===== src/rtl/mp_addsub_seq_if.sv =====
// Handshake and operand/result bundle for the byte-serial multi-precision add/sub controller.
interface mp_addsub_seq_if #(
  parameter int unsigned NBYTES = 4
);
  localparam int unsigned W = 8 * NBYTES;

  logic         start;
  logic [W-1:0] X;
  logic [W-1:0] Y;
  logic         M;
  logic [W-1:0] R;
  logic         G;
  logic         Z;
  logic         busy;
  logic         done;

  modport master (
    output start, X, Y, M,
    input  R, G, Z, busy, done
  );

  modport slave (
    input  start, X, Y, M,
    output R, G, Z, busy, done
  );
endinterface


===== src/rtl/mp_addsub_seq.sv =====
// Byte-serial wide add/subtract: one 8-bit slice per clock, LSB first, carry chained between
// bytes. Subtract is X + ~Y + 1, so G=1 on subtract means no borrow.
module mp_addsub_seq #(
  parameter int unsigned NBYTES = 4
) (
  input logic            clk,
  input logic            reset,
  mp_addsub_seq_if.slave bus
);
  localparam int unsigned W  = 8 * NBYTES;
  localparam int unsigned IW = (NBYTES > 1) ? $clog2(NBYTES) : 1;
  localparam logic [IW-1:0] LastIdx = IW'(NBYTES - 1);

  typedef enum logic [1:0] {StIdle, StRun, StDone} state_e;

  state_e        state_q, state_d;
  logic [IW-1:0] idx_q, idx_d;
  logic          carry_q, carry_d;
  logic [W-1:0]  x_q, x_d;
  logic [W-1:0]  y_q, y_d;
  logic          m_q, m_d;
  logic [W-1:0]  r_q, r_d;
  logic          g_q, g_d;
  logic          z_q, z_d;
  logic          busy_q, busy_d;
  logic          done_q, done_d;

  logic [7:0]    xb;
  logic [7:0]    yb;
  logic [8:0]    sum;

  // Current byte slice; Y is inverted for subtract and the +1 enters as the initial carry.
  always_comb begin
    xb  = x_q[{idx_q, 3'b000} +: 8];
    yb  = y_q[{idx_q, 3'b000} +: 8] ^ {8{m_q}};
    sum = {1'b0, xb} + {1'b0, yb} + {8'd0, carry_q};
  end

  always_comb begin
    state_d = state_q;
    idx_d   = idx_q;
    carry_d = carry_q;
    x_d     = x_q;
    y_d     = y_q;
    m_d     = m_q;
    r_d     = r_q;
    g_d     = g_q;
    z_d     = z_q;

    unique case (state_q)
      StIdle: begin
        if (bus.start) begin
          x_d     = bus.X;
          y_d     = bus.Y;
          m_d     = bus.M;
          idx_d   = '0;
          carry_d = bus.M;
          r_d     = '0;
          g_d     = 1'b0;
          z_d     = 1'b0;
          state_d = StRun;
        end
      end
      StRun: begin
        r_d[{idx_q, 3'b000} +: 8] = sum[7:0];
        carry_d = sum[8];
        if (idx_q == LastIdx) begin
          g_d     = sum[8];
          z_d     = (r_d == '0);
          state_d = StDone;
        end else begin
          idx_d = idx_q + 1'b1;
        end
      end
      StDone: begin
        state_d = StIdle;
      end
      default: begin
        state_d = StIdle;
      end
    endcase

    // Flag outputs are registered copies of the next state so they never glitch.
    busy_d = (state_d != StIdle);
    done_d = (state_d == StDone);
  end

  always_ff @(posedge clk or posedge reset) begin
    if (reset) begin
      state_q <= StIdle;
      idx_q   <= '0;
      carry_q <= 1'b0;
      x_q     <= '0;
      y_q     <= '0;
      m_q     <= 1'b0;
      r_q     <= '0;
      g_q     <= 1'b0;
      z_q     <= 1'b0;
      busy_q  <= 1'b0;
      done_q  <= 1'b0;
    end else begin
      state_q <= state_d;
      idx_q   <= idx_d;
      carry_q <= carry_d;
      x_q     <= x_d;
      y_q     <= y_d;
      m_q     <= m_d;
      r_q     <= r_d;
      g_q     <= g_d;
      z_q     <= z_d;
      busy_q  <= busy_d;
      done_q  <= done_d;
    end
  end

  assign bus.R    = r_q;
  assign bus.G    = g_q;
  assign bus.Z    = z_q;
  assign bus.busy = busy_q;
  assign bus.done = done_q;

endmodule


===== src/flat_wrapper.sv =====
// flat-port wrapper written by rule: the top's interface ports become plain ports
module mp_addsub_seq_flat 
#(
  parameter int unsigned NBYTES = 4
)
  (clk, reset, bus_start, bus_X, bus_Y, bus_M, bus_R, bus_G, bus_Z, bus_busy, bus_done);
  mp_addsub_seq_if #(.NBYTES(NBYTES)) bus_i ();
  input logic clk;
  input logic reset;
  input wire logic [$bits(bus_i.start)-1:0] bus_start;
  input wire logic [$bits(bus_i.X)-1:0] bus_X;
  input wire logic [$bits(bus_i.Y)-1:0] bus_Y;
  input wire logic [$bits(bus_i.M)-1:0] bus_M;
  output wire logic [$bits(bus_i.R)-1:0] bus_R;
  output wire logic [$bits(bus_i.G)-1:0] bus_G;
  output wire logic [$bits(bus_i.Z)-1:0] bus_Z;
  output wire logic [$bits(bus_i.busy)-1:0] bus_busy;
  output wire logic [$bits(bus_i.done)-1:0] bus_done;
  assign bus_i.start = bus_start;
  assign bus_i.X = bus_X;
  assign bus_i.Y = bus_Y;
  assign bus_i.M = bus_M;
  assign bus_R = bus_i.R;
  assign bus_G = bus_i.G;
  assign bus_Z = bus_i.Z;
  assign bus_busy = bus_i.busy;
  assign bus_done = bus_i.done;
  mp_addsub_seq #(.NBYTES(NBYTES)) u_core (.clk(clk), .reset(reset), .bus(bus_i));
endmodule

===== config.mk =====
export PLATFORM = sky130hd
export DESIGN_NAME = mp_addsub_seq_flat
export DESIGN_NICKNAME = d
export VERILOG_FILES = /design/src/rtl/mp_addsub_seq_if.sv /design/src/rtl/mp_addsub_seq.sv /design/src/flat_wrapper.sv
export SDC_FILE = /design/constraint.sdc
export NUM_CORES = 1
export LEC_CHECK = 0
export ABC_AREA = 1
export BUFFER_PORTS_ARGS = -buffer_cell sky130_fd_sc_hd__buf_2
export CAP_MARGIN = 15
export CORE_MARGIN = 2
export CORE_UTILIZATION = 25
export CTS_CLUSTER_DIAMETER = 80
export DETAILED_ROUTE_END_ITERATION = 10
export PLACE_DENSITY_LB_ADDON = 0.25
export SYNTH_ARGS = -nofsm -noshare
export SYNTH_HDL_FRONTEND = slang
export SYNTH_SLANG_ARGS = --single-unit

===== constraint.sdc =====
create_clock -name clk -period 4.1 [get_ports clk]
set_input_delay 0 -clock clk [delete_from_list [all_inputs] [get_ports clk]]
set_output_delay 0 -clock clk [all_outputs]
set_load 0.01 [all_outputs]

After elaboration in Yosys (flattened, before gate mapping)
Index checks and enable logic that the tools add are counted.
{"block": "word_totals", "regBits": 106, "input_bits": 68, "output_inout_bits": 36}
{"block": "op_classes", "add_sub_neg": 4, "eq_ne": 6, "shift": 4, "mux": 16, "bitwise_logic": 1, "n_reduce_logical": 8}
{"operator": "32-bit one-hot mux with 2 select lines", "n": 1}
{"operator": "32-bit by 6-bit variable part select with 8-bit output", "n": 2}
{"operator": "32-bit bitwise mux", "n": 1}
{"operator": "32-bit zero test", "n": 1}
{"operator": "32-bit 2-to-1 mux", "n": 1}
{"operator": "8-bit by 7-bit variable shift with 32-bit output, first input constant", "n": 1}
{"operator": "8-bit by 7-bit variable part select with 32-bit output", "n": 1}
{"operator": "8-bit by 8-bit adder with 9-bit output", "n": 1}
{"operator": "9-bit by 1-bit adder with 9-bit output", "n": 1}
{"operator": "2-bit 2-to-1 mux", "n": 4}
{"operator": "2-bit one-hot mux with 2 select lines", "n": 2}
{"operator": "8-bit bitwise XOR", "n": 1}
{"operator": "5-bit negator with 7-bit output", "n": 1}
{"operator": "1-bit one-hot mux with 2 select lines", "n": 3}
{"operator": "3-bit AND reduction", "n": 2}
{"operator": "2-bit == test, second input constant", "n": 2}
{"operator": "1-bit 2-to-1 mux", "n": 4}
{"operator": "2-bit != test, second input constant", "n": 2}
{"operator": "2-bit AND reduction", "n": 2}
{"operator": "2-bit nonzero test", "n": 2}
{"operator": "2-bit by 1-bit adder with 2-bit output, second input constant", "n": 1}
{"operator": "2-bit by 1-bit == test with 1-bit output, second input constant", "n": 1}
{"operator": "2-bit zero test", "n": 1}
{"operator": "2-bit by 1-bit != test with 1-bit output, second input constant", "n": 1}

Logic depth before layout (Yosys ltp)
Gate-level depths: netlist (run 1).
{"block": "depth", "depth_word": 9, "depth_mapped": 26, "depth_no_buf": 22}

Worst setup path before layout (run 1)
No wires, ideal clock.
{"block": "synth_path", "path_type": "reg-to-reg", "startpoint": "register u_core.idx_q[0]", "endpoint": "register u_core.z_q (netlist: u_core.bus.Z)", "arrival_ns": 3.125, "t_required_ns": 4.035, "path_slack_ns": 0.910, "stages_incl_launch_ff": 22, "n_path_buf": 3, "cell_sequence": "dfrtp_1 > buf_4 > buf_2 > buf_1 > nor2_1 > o22ai_1 > xor2_1 > fa_1 > fa_1 > inv_1 > nand2_2 > nand2_1 > nand3b_2 > nand2_1 > nand2_2 > nand3_1 > nor2_2 > a21oi_1 > nand3_1 > nor2_1 > nand2_1 > nand2_1"}
{"block": "synth_between", "elab_chain_cells": 9}
{"element": "from (decl)", "line_no": "mp_addsub_seq.sv:17", "rtl": "logic [IW-1:0] idx_q, idx_d;"}
{"element": "from (signal assigned)", "line_no": "mp_addsub_seq.sv:103", "rtl": "idx_q <= idx_d;"}
{"element": "32-bit by 6-bit variable part select with 8-bit output", "line_no": "mp_addsub_seq.sv:35", "rtl": "yb = y_q[{idx_q, 3'b000} +: 8] ^ {8{m_q}};"}
{"element": "8-bit bitwise XOR", "line_no": "mp_addsub_seq.sv:35"}
{"element": "8-bit by 8-bit adder with 9-bit output", "line_no": "mp_addsub_seq.sv:36", "rtl": "sum = {1'b0, xb} + {1'b0, yb} + {8'd0, carry_q};"}
{"element": "9-bit by 1-bit adder with 9-bit output", "line_no": "mp_addsub_seq.sv:36"}
{"element": "8-bit by 7-bit variable part select with 32-bit output", "line_no": "mp_addsub_seq.sv:65", "rtl": "r_d[{idx_q, 3'b000} +: 8] = sum[7:0];"}
{"element": "32-bit bitwise mux", "line_no": "mp_addsub_seq.sv:65"}
{"element": "32-bit zero test", "line_no": "mp_addsub_seq.sv:69", "rtl": "z_d = (r_d == '0);"}
{"element": "1-bit 2-to-1 mux", "line_no": "mp_addsub_seq.sv:67", "rtl": "if (idx_q == LastIdx) begin"}
{"element": "1-bit one-hot mux with 2 select lines", "line_no": "mp_addsub_seq.sv:50", "rtl": "unique case (state_q)"}
{"element": "to (signal assigned)", "line_no": "mp_addsub_seq.sv:110", "rtl": "z_q <= z_d;"}
{"element": "to (decl)", "line_no": "mp_addsub_seq.sv:24", "rtl": "logic z_q, z_d;"}
Parallel ways exist; a longest one is shown, timed or not. The select of a mux whose other input is x is not followed.
A chain may end at the register's enable or synchronous reset.

Worst setup path after layout (run 1)
Same ends and word-level chain as after synthesis.

==> metrics, run 1 <==
ys flop type=dfrtp_1; Worst-path clk slew=70 ps; mean number of vias per cell=around 4.4; CP Data Required Time=roughly 4400 ps; GRT overflow=0; row count=54; antenna-violating nets left=0; Final Max Tran Viols=0; first-pass iteration count of the detailed router=5; status=finished clean; R2R depth=19; Tcrit/Tclk final=80.96%; Least-Margin Pin Slew=about 870 ps; leak pwr=approximately 3.9 nW; Final TNS setup=0 ps; Critical Path Most Common Cell=nand2_1; dpl ws=799.5 ps; register area share after synthesis=between 40% and 50%; Clock Sinks=106; Worst Hold Launch=bus_start; Worst Hold End=u_core.bus.R[17]$_DFFE_PP0P_; unique cell type count in the Yosys netlist=36; fraction of registers with async set/reset=100.0%; mapped cell area=between 5000 and 6000 um^2; initial cell density of the core=roughly a quarter; Setup crit end kind=flip-flop; initial drt markers=353; RSZ-0062 raised after global routing=false; Port Buffers=103; Via Count=5119; Data arrival, critical path=3620 ps; Max Buffers Root-to-Sink=2; core area=21960 um^2; Syn-to-layout area delta=31.38%; detailed placement HPWL=around 12 mm; FF-to-FF setup slack=780 ps; CTS tree=yes; most frequent cells in the layout=nand2_1, dfrtp_1, buf_2; EDFF count, synth=0; final hold vios=0; Top-Level Pins=104; H-Tree Depth=3; warnings from Yosys=0; top cells by area, synth=dfrtp_1, nand2_1, o21ai_0; gate count of the mapped netlist=around 720; R2R Path End=u_core.bus.Z$_DFFE_PP0P_; later-pin clock latency in the skew report=370 ps; WL final=17.06 mm; number of global-route vias before repair=5206; post-synth top area share=between 40 and 50%; pwr dens=962.3 nW/um^2; Setup crit start kind=flip-flop; Syn Nets=805; chip height=154.0 um; Final Worst Setup Slack=slightly below 800 ps; drt wl/cell=about 15 um; Worst Hold Path Cells=6; Peak VDD IR=0.0003661 V; Yosys top cell by area=dfrtp_1; Max Clock Skew=13.33 ps; largest net degree at the start of global routing=89; slowest CP cell=fa_1; crit-path max FO=37; CTS root buf=clkbuf_16; GP Congestion=0.8606; Worst Hold Class=input port to flip-flop; Num CTS Buffers=9; path type of the worst setup path=flip-flop to flip-flop; DIE AREA=23700 um^2; syn avg cell area=7.786 um^2; number of synthesized register bits=106; Global Route Usage Sum=between 15 and 20%; leading cell type in the layout, fill and taps excluded=nand2_1; initial antenna violation count=0; slew margin rel.=41.68%; fmax=301.3 MHz; first-pass GRT wire length=roughly 28 mm; ANT cells=0; # nets final=960; slowest stage delay, CP=450 ps; Die X=154.0 um; Final Setup Violations=0; Fillers=around 2400; Tmin final=~3300 ps; Post-CTS Setup Inserts=0; fraction of layout cells with a size suffix above 1=a little under a fifth; Max Cap Viol=0; DRC viols=0; RR Startpoint=u_core.idx_q[0]$_DFFE_PP0P_; critical-path cell list=buf_4 -> o21ai_0 -> o22ai_1 -> xor2_1 -> fa_1 -> fa_1 -> inv_1 -> nand2_2 -> nand2_1 -> nand3b_2 -> nand2_1 -> nand2_2 -> nand3_1 -> nor2_2 -> a21oi_1 -> nand3_1 -> nor2_1 -> nand2_1 -> nand2_1
## worst max-delay path by stage
| stage | startpoint | to |
|---|---|---|
| after floorplan | u_core.idx_q[0]$_DFFE_PP0P_ | u_core.bus.Z$_DFFE_PP0P_ |
| after global placement | u_core.idx_q[0]$_DFFE_PP0P_ | u_core.bus.Z$_DFFE_PP0P_ |
| after detailed placement | u_core.idx_q[0]$_DFFE_PP0P_ | u_core.bus.Z$_DFFE_PP0P_ |
| after CTS | u_core.idx_q[0]$_DFFE_PP0P_ | u_core.bus.Z$_DFFE_PP0P_ |
| after global routing | u_core.idx_q[0]$_DFFE_PP0P_ | u_core.bus.Z$_DFFE_PP0P_ |
| final | u_core.idx_q[0]$_DFFE_PP0P_ | u_core.bus.Z$_DFFE_PP0P_ |
## state kept, by name, indices dropped and copies added, names as in the netlist
register	cells
u_core.idx_q	2
u_core.x_q	32
u_core.state_q	2
u_core.bus.G	1
u_core.bus.busy	1
u_core.bus.Z	1
u_core.y_q	32
u_core.m_q	1
u_core.carry_q	1
u_core.bus.done	1
u_core.bus.R	32
## final cells by class
class | count | area (um^2) | share of cell area [%]
flip-flops and latches | 106 | 2653 | 35.91
multi-input cells | 511 | 2552 | 34.56
repair buffers | 177 | 1236 | 16.74
well taps | 280 | 350.3 | 4.743
inverters | 72 | 272.8 | 3.693
clock buffers | 13 | 250.2 | 3.388
clock inverters | 3 | 71.32 | 0.9656
## critical path, delay by kind of cell, from the launching register on
kind,cells,cell delay (ps)
adder cells (fa/ha/maj),2,880
AND/OR/NAND/NOR,11,860
AO/OA/AOI/OAI,3,550
buffers and inverters,2,470
flip-flops,1,360
XOR/XNOR,1,140
## Yosys cell counts, types with 3 or more instances
cell,number
nand4_1,14
a22oi_1,3
dfrtp_1,106
nand2_2,12
buf_2,13
inv_1,61
a21o_1,7
inv_2,10
a21oi_1,31
a22o_1,9
nor2_1,39
xor2_1,8
o21ai_0,61
nand3_2,4
nand2_1,249
clkbuf_1,16
nand3_1,27
nor2_2,5
ha_1,13
o22ai_1,15
## where the power goes
part	total, mW	internal [mW]	switching (mW)
Clock	0.956	0.557	0.398
Combinational	4.35	1.50	2.86
Sequential	1.80	1.50	0.295
## timing repair
item,CTS,global route
gates resized for setup,0,0
endpoints found under the setup margin,0,0
hold buffers,66,0
endpoints found under the hold margin,135,0
## routing by layer
metal  global-route usage [%]  up-vias  share of wire [%]
met1                    20.35     2352                 48
met2                    24.62      107                 47
met5                        0        -                  0
li1                         -     2643                  -
met4                    6.008        0                2.0
met3                    2.621       17                3.8
## kinds of logic (layout without fill, tap and decap cells)
family	Yosys count	in the layout	synth area share, %
AND/OR/NAND/NOR	355	355	26.73
flip-flops	106	106	47.18
adder cells (fa/ha/maj)	15	15	3.606
XOR/XNOR	9	9	1.402
buffers and inverters	105	265	7.501
AO/OA/AOI/OAI	131	131	13.38
multiplexers	1	1	0.2003
## stage by stage
step	cells	hold WS (ps)	cell area [um^2]	util (%)	total power [mW]
6_report	1162	302.0	7386	33.64	7.107
5_1_grt	1162	342.9	7386	33.64	7.824
4_1_cts	1162	291.5	7386	33.64	7.155
3_5_place_dp	1080	205.4	6404	29.16	6.117
3_3_place_gp	1080	206.3	6404	29.16	6.091
2_1_floorplan	722	116.6	5622	-	4.939
No activity file was read; power rests on OpenSTA's default activity.
==> run 2: changes to the inputs <==
- clock period: 4.1 -> 3.47 ns (I/O delays scaled with it)
==> run 2 against run 1 <==
  * Worst hold slack worse by 150 ps
  * Sequential cell count unchanged
  * Via count barely moved
  * Critical endpoint unchanged
  * Global-route usage decreased by 0.51 points
  * Critical path type unchanged
  * Clock skew up 1.6 ps
  * Utilization is 0.063 points lower
  * Count of clock-buffer cells in the layout fell by 3
  * Routed wire length fell by 1.8%
  * Maximum frequency is 8.7% higher
  * Total power rose by 16%
==> metrics, run 2 (same netlist as run 1, synthesis figures left out) <==
status=finished clean; slew margin rel.=40.70% (-0.98 points); path type of the worst setup path=flip-flop to flip-flop; later-pin clock latency in the skew report=360 ps (about the same); clock share of power=12.3% (-1.1 points); Critical Path Most Common Cell=nand2_1; combinational share of power=62.1% (+0.9 points); Max Clock Skew=14.92 ps (+1.590 ps); # nets final=963 (+0.31%); Crit path max-delay family=simple AND/OR/NAND/NOR gates; GP Congestion=0.8291 (-3.7%); critical-path cell list=buf_4 -> nand2_1 -> a32o_1 -> xor2_1 -> fa_1 -> inv_1 -> nand2_2 -> nand2_1 -> nand3b_2 -> nand2_1 -> nand2_2 -> nand3_1 -> nor2_2 -> nand2_1 -> nand2_1 -> nor2_1 -> nand2_1 -> nor2_1 -> nand2_1 -> nand2_1; row count=54 (unchanged); highest metal layer with signal wires=met4; initial cell density of the core=25.60% (unchanged); H-Tree Depth=3 (unchanged); Tcrit/Tclk final=88.03% (+7.1 points); Port Buffers=103 (unchanged); Final Max Tran Viols=0 (unchanged); chip height=154.0 um (unchanged); Clock Sinks=106 (unchanged); Least-Margin Pin Slew=889.5 ps (+14.71 ps); Final Worst Setup Slack=415.2 ps (-365.3 ps); Via Count=5123 (+0.078%); Setup crit end kind=flip-flop; DR WL met2=7.646 mm (-3.9%); Die X=154.0 um (unchanged); Fillers=2300 (-3.6%); Tmin final=3055 ps (-264.7 ps); antenna-violating nets left=0 (unchanged); fraction of layout cells with a size suffix above 1=18.98% (+0.50 points); leak pwr=3.860 nW (-0.11%); ANT cells=0 (unchanged); first-pass GRT wire length=27.48 mm (-2.3%); Sw Share=50.74% (+0.79 points); fmax=327.4 MHz (+8.7%); Buf+Inv Stages, Crit Path=2 (unchanged); RR Startpoint=u_core.idx_q[0]$_DFFE_PP0P_; Final TNS setup=0 ps (unchanged); most frequent cells in the layout=nand2_1, dfrtp_1, buf_2; initial drt markers=394 (+12%); Data arrival, critical path=3350 ps (-270 ps); Setup crit start kind=flip-flop; Worst Hold Launch=bus_start; total power=8.242 mW (+16%); Worst Hold Class=input port to flip-flop; hold slack=153.2 ps (-148.8 ps); Num CTS Buffers=9 (unchanged); detailed placement HPWL=12.11 mm (-0.69%); NetSw=4.182 mW (+18%); Worst-path clk slew=80 ps (about the same); final hold vios=0 (unchanged); WL final=16.74 mm (-1.8%); FF-to-FF setup slack=420 ps (-370 ps); Final Setup Violations=0 (unchanged); core area=21960 um^2 (unchanged); CTS tree=yes; Top-Level Pins=104 (unchanged); internal power=4.060 mW (+14%); Max Cap Viol=0 (unchanged); pwr dens=1118 nW/um^2 (+16%); R2R depth=20 (+1); first-pass iteration count of the detailed router=7 (+2); Worst Hold End=u_core.y_q[12]$_DFFE_PP0P_; Max Buffers Root-to-Sink=2 (unchanged); Global Route Usage Sum=14.72% (-0.51 points); CTS root buf=clkbuf_16; drt wl/cell=14.37 um (-2.1%); Peak VDD IR=0.0006496 V (+77%); M1 wire length=8.041 mm (-0.81%); slowest CP cell=fa_1; CP Data Required Time=3770 ps (-630 ps); largest net degree at the start of global routing=69 (-22%); RSZ-0062 raised after global routing=false; number of global-route vias before repair=5110 (-1.8%); slowest stage delay, CP=500 ps (+50 ps); R2R Path End=u_core.bus.Z$_DFFE_PP0P_; sequential power share=25.6% (+0.3 points); mean number of vias per cell=4.397 (-0.18%); Worst Hold Path Cells=5 (-1); WL met3=657 um (+2.0%); GRT overflow=0 (unchanged); DIE AREA=23700 um^2 (unchanged); crit-path max FO=33 (-11%); DRC viols=0 (unchanged); Syn-to-layout area delta=31.14%; # resized after CTS=0 (unchanged); dpl ws=437.2 ps (-362.3 ps); initial antenna violation count=0 (unchanged); leading cell type in the layout, fill and taps excluded=nand2_1
[run 2: how the worst max path moves through the flow]
stage                                 from                       end  cells after the start
2_1_floorplan  u_core.idx_q[0]$_DFFE_PP0P_  u_core.bus.Z$_DFFE_PP0P_                     21
3_3_place_gp   u_core.idx_q[0]$_DFFE_PP0P_  u_core.bus.Z$_DFFE_PP0P_                     19
3_5_place_dp   u_core.idx_q[0]$_DFFE_PP0P_  u_core.bus.Z$_DFFE_PP0P_                     20
4_1_cts        u_core.idx_q[0]$_DFFE_PP0P_  u_core.bus.Z$_DFFE_PP0P_                     20
5_1_grt        u_core.idx_q[0]$_DFFE_PP0P_  u_core.bus.Z$_DFFE_PP0P_                     20
6_report       u_core.idx_q[0]$_DFFE_PP0P_  u_core.bus.Z$_DFFE_PP0P_                     20
[run 2: layout make-up]
class / count / area, um^2 / share of cell area (%)
clock inverter: 6 / 56.30 / 0.7637
multi-input combinational: 511 / 2552 / 34.62
inverter: 72 / 272.8 / 3.700
tap: 280 / 350.3 / 4.752
sequential: 106 / 2653 / 35.98
timing repair buffer: 180 / 1259 / 17.07
clock buffer: 10 / 229.0 / 3.106
[run 2: worst min-delay path, cell delays in order]
cell     delay [ps]
buf_2           110
nand2_1         100
nor2_4          130
nand2_1          90
nand2_1          50
[run 2: power groups by stage]
stage	clock (mW)	sequential [mW]	combinational [mW]
6_report	1.01	2.11	5.12
5_1_grt	1.09	2.18	5.82
3_5_place_dp	0	2.13	5.09
2_1_floorplan	0	2.09	3.75
4_1_cts	1.04	2.11	5.17
3_3_place_gp	0	2.14	5.06
[run 2: layer usage]
layer,track usage [%],up-vias
met3,2.706,24
met2,23.70,129
met1,19.70,2321
li1,-,2649
met5,0,-
met4,5.607,0
[run 2: timing repair]
item,in CTS,in global routing
buffers inserted,0,0
hold buffers,66,0
hold endpoints to repair,132,0
[run 2: through the flow]
| step | utilization (%) | std cells | instance area [um^2] |
|---|---|---|---|
| after detailed placement | 29.27 | 1083 | 6426 |
| after CTS | 33.57 | 1165 | 7372 |
| after floorplan | - | 722 | 5622 |
| after global placement | 29.27 | 1083 | 6426 |
| final | 33.57 | 1165 | 7372 |
| after global routing | 33.57 | 1165 | 7372 |
==> run 3: changes to the inputs <==
- ABC_CLOCK_PERIOD_IN_PS: default -> 3470
- CELL_PAD_IN_SITES_DETAIL_PLACEMENT: default -> 1
- CELL_PAD_IN_SITES_GLOBAL_PLACEMENT: default -> 1
==> run 3 against run 2 <==
  * Via count is 4.2% higher
  * Worst setup slack worse by 62 ps
  * Combinational power is 4.9% higher
  * Critical path depth is 1 lower
  * Utilization is 0.074 points higher
  * Clock power hardly changed
  * Sequential power hardly changed
  * Clock skew is 7.6 ps lower
  * Critical path type unchanged
  * Critical endpoint unchanged
==> metrics, run 3 (same netlist as run 1, synthesis figures left out) <==
Worst Hold Class=input port to flip-flop; row count=54 (unchanged); cell area after layout=7388 um^2 (+0.22%); ANT cells=0 (unchanged); GRT overflow=0 (unchanged); final hold vios=0 (unchanged); dpl ws=310.3 ps (-126.9 ps); pwr dens=1149 nW/um^2 (+2.8%); Die X=154.0 um (unchanged); Data arrival, critical path=3410 ps (+60 ps); Peak VDD IR=0.0004844 V (-25%); clock share of power=11.8% (-0.5 points); RR Startpoint=u_core.idx_q[0]$_DFFE_PP0P_; sequential power share=25.0% (-0.6 points); most frequent cells in the layout=nand2_1, dfrtp_1, buf_2; combinational share of power=63.2% (+1.1 points); post-layout util=33.65% (+0.074 points); Tmin final=3116 ps (+61.70 ps); leading cell type in the layout, fill and taps excluded=nand2_1; RSZ-0062 raised after global routing=false; hold slack=161.9 ps (+8.710 ps); CTS tree=yes; Max Clock Skew=7.355 ps (-7.564 ps); Worst-path clk slew=70 ps (about the same); total power=8.491 mW (+3.0%); initial antenna violation count=0 (unchanged); Tcrit/Tclk final=89.81% (+1.8 points); chip height=154.0 um (unchanged); GP Congestion=0.8068 (-2.7%); first-pass iteration count of the detailed router=4 (-3); Worst Hold Launch=bus_start; initial drt markers=228 (-42%); NetSw=4.395 mW (+5.1%); Port Buffers=103 (unchanged); H-Tree Depth=3 (unchanged); Fillers=2700 (+17%); Final Max Tran Viols=0 (unchanged); CP Data Required Time=3760 ps (about the same); later-pin clock latency in the skew report=350 ps (about the same); Clock Sinks=106 (unchanged); Setup crit end kind=flip-flop; DRC viols=0 (unchanged); crit-path max FO=48 (+45%); Final Setup Violations=0 (unchanged); status=finished clean; number of global-route vias before repair=5587 (+9.3%); Top-Level Pins=104 (unchanged); Num CTS Buffers=9 (unchanged); Area after DPL=6446 um^2 (+0.31%); Setup crit start kind=flip-flop; CTS root buf=clkbuf_16; largest net degree at the start of global routing=66 (-4.3%); core area=21960 um^2 (unchanged); # nets final=964 (+0.10%); Max Buffers Root-to-Sink=2 (unchanged); path type of the worst setup path=flip-flop to flip-flop; Sw Share=51.76% (+1.0 points); Multi-input gate area=2552 um^2 (unchanged); Max Cap Viol=0 (unchanged); Via Count=5338 (+4.2%); Least-Margin Pin Slew=868.9 ps (-20.59 ps); Setup crit start=u_core.idx_q[0]$_DFFE_PP0P_; Reg area=2654 um^2 (about the same); DIE AREA=23700 um^2 (unchanged); first-pass GRT wire length=30.49 mm (+11%); antenna-violating nets left=0 (unchanged); detailed placement HPWL=13.35 mm (+10%); Syn-to-layout area delta=31.43%; leak pwr=3.862 nW (about the same); slew margin rel.=42.07% (+1.4 points); Global Route Usage Sum=16.24% (+1.5 points); fraction of layout cells with a size suffix above 1=19.21% (+0.23 points); Post-CTS Setup Inserts=0 (unchanged); WL final=18.48 mm (+10%); initial cell density of the core=25.60% (unchanged); Final TNS setup=0 ps (unchanged); Post-Place Cells=1084 (+0.092%); mean number of vias per cell=4.582 (+4.2%); drt wl/cell=15.86 um (+10%); fmax=320.9 MHz (-2.0%); internal power=4.096 mW (+0.88%); Final Worst Setup Slack=353.5 ps (-61.70 ps); Layout Cells excl Fill=1165 (unchanged)
[run 3: changes by cell type in the layout (fill, tap and decap cells not counted), sizes merged]
cell	before	now
inv	75	71
clkinv	2	4
buf	114	115
clkinvlp	1	2
[run 3: path summary, 6_finish.rpt]
kind	endpoint	slack [ps]	cells past startpoint
worst max-delay path	u_core.bus.Z$_DFFE_PP0P_	350	19
worst min-delay path	u_core.y_q[3]$_DFFE_PP0P_	160	5
worst max register to register	u_core.bus.Z$_DFFE_PP0P_	350	19
worst min register to register	u_core.x_q[10]$_DFFE_PP0P_	460	2
max in group asynchronous	u_core.idx_q[0]$_DFFE_PP0P_	2200	4
min in group asynchronous	u_core.x_q[20]$_DFFE_PP0P_	370	3
[run 3: area by class of cell]
| class | instances | share of cell area (%) |
|---|---|---|
| repair buffers | 181 | 17.31 |
| multi-input cells | 511 | 34.55 |
| inverters | 72 | 3.692 |
| flip-flops and latches | 106 | 35.92 |
| well taps | 280 | 4.742 |
| clock buffers | 10 | 3.235 |
| clock inverters | 5 | 0.5588 |
[run 3: power groups by stage]
stage | clock network, mW | logic [mW] | registers (mW)
2_1_floorplan | 0 | 3.75 | 2.09
3_3_place_gp | 0 | 5.27 | 2.14
3_5_place_dp | 0 | 5.35 | 2.15
4_1_cts | 1.03 | 5.44 | 2.13
5_1_grt | 1.08 | 6.08 | 2.20
6_report | 1.00 | 5.37 | 2.12
[run 3: repair_timing]
item	in CTS	in global routing
endpoints found under the setup margin	0	1
hold endpoints to repair	129	0
gates resized for setup	0	1
hold buffers	66	0
[run 3: layer usage]
metal	share of wire (%)	GRT usage, %	up-vias
met5	0	0	-
met4	0.70	3.026	0
met3	2.6	2.537	8
met2	47	26.86	80
met1	49	22.67	2607
li1	-	-	2643
[run 3: critical path, cell delays in order, from the launching register on]
cell and delay, ps:
dfrtp_2 470, inv_2 120, buf_12 230, nand2_1 80, a32o_1 260, xor2_1 200
fa_1 500, inv_1 110, nand2_2 60, nand2_1 110, nand3b_2 100, nand2_1 80
nand2_2 70, nand3_1 90, nor2_2 60, a21oi_1 200, nand3_1 100, nor2_1 90
nand2_1 50, nand2_1 50
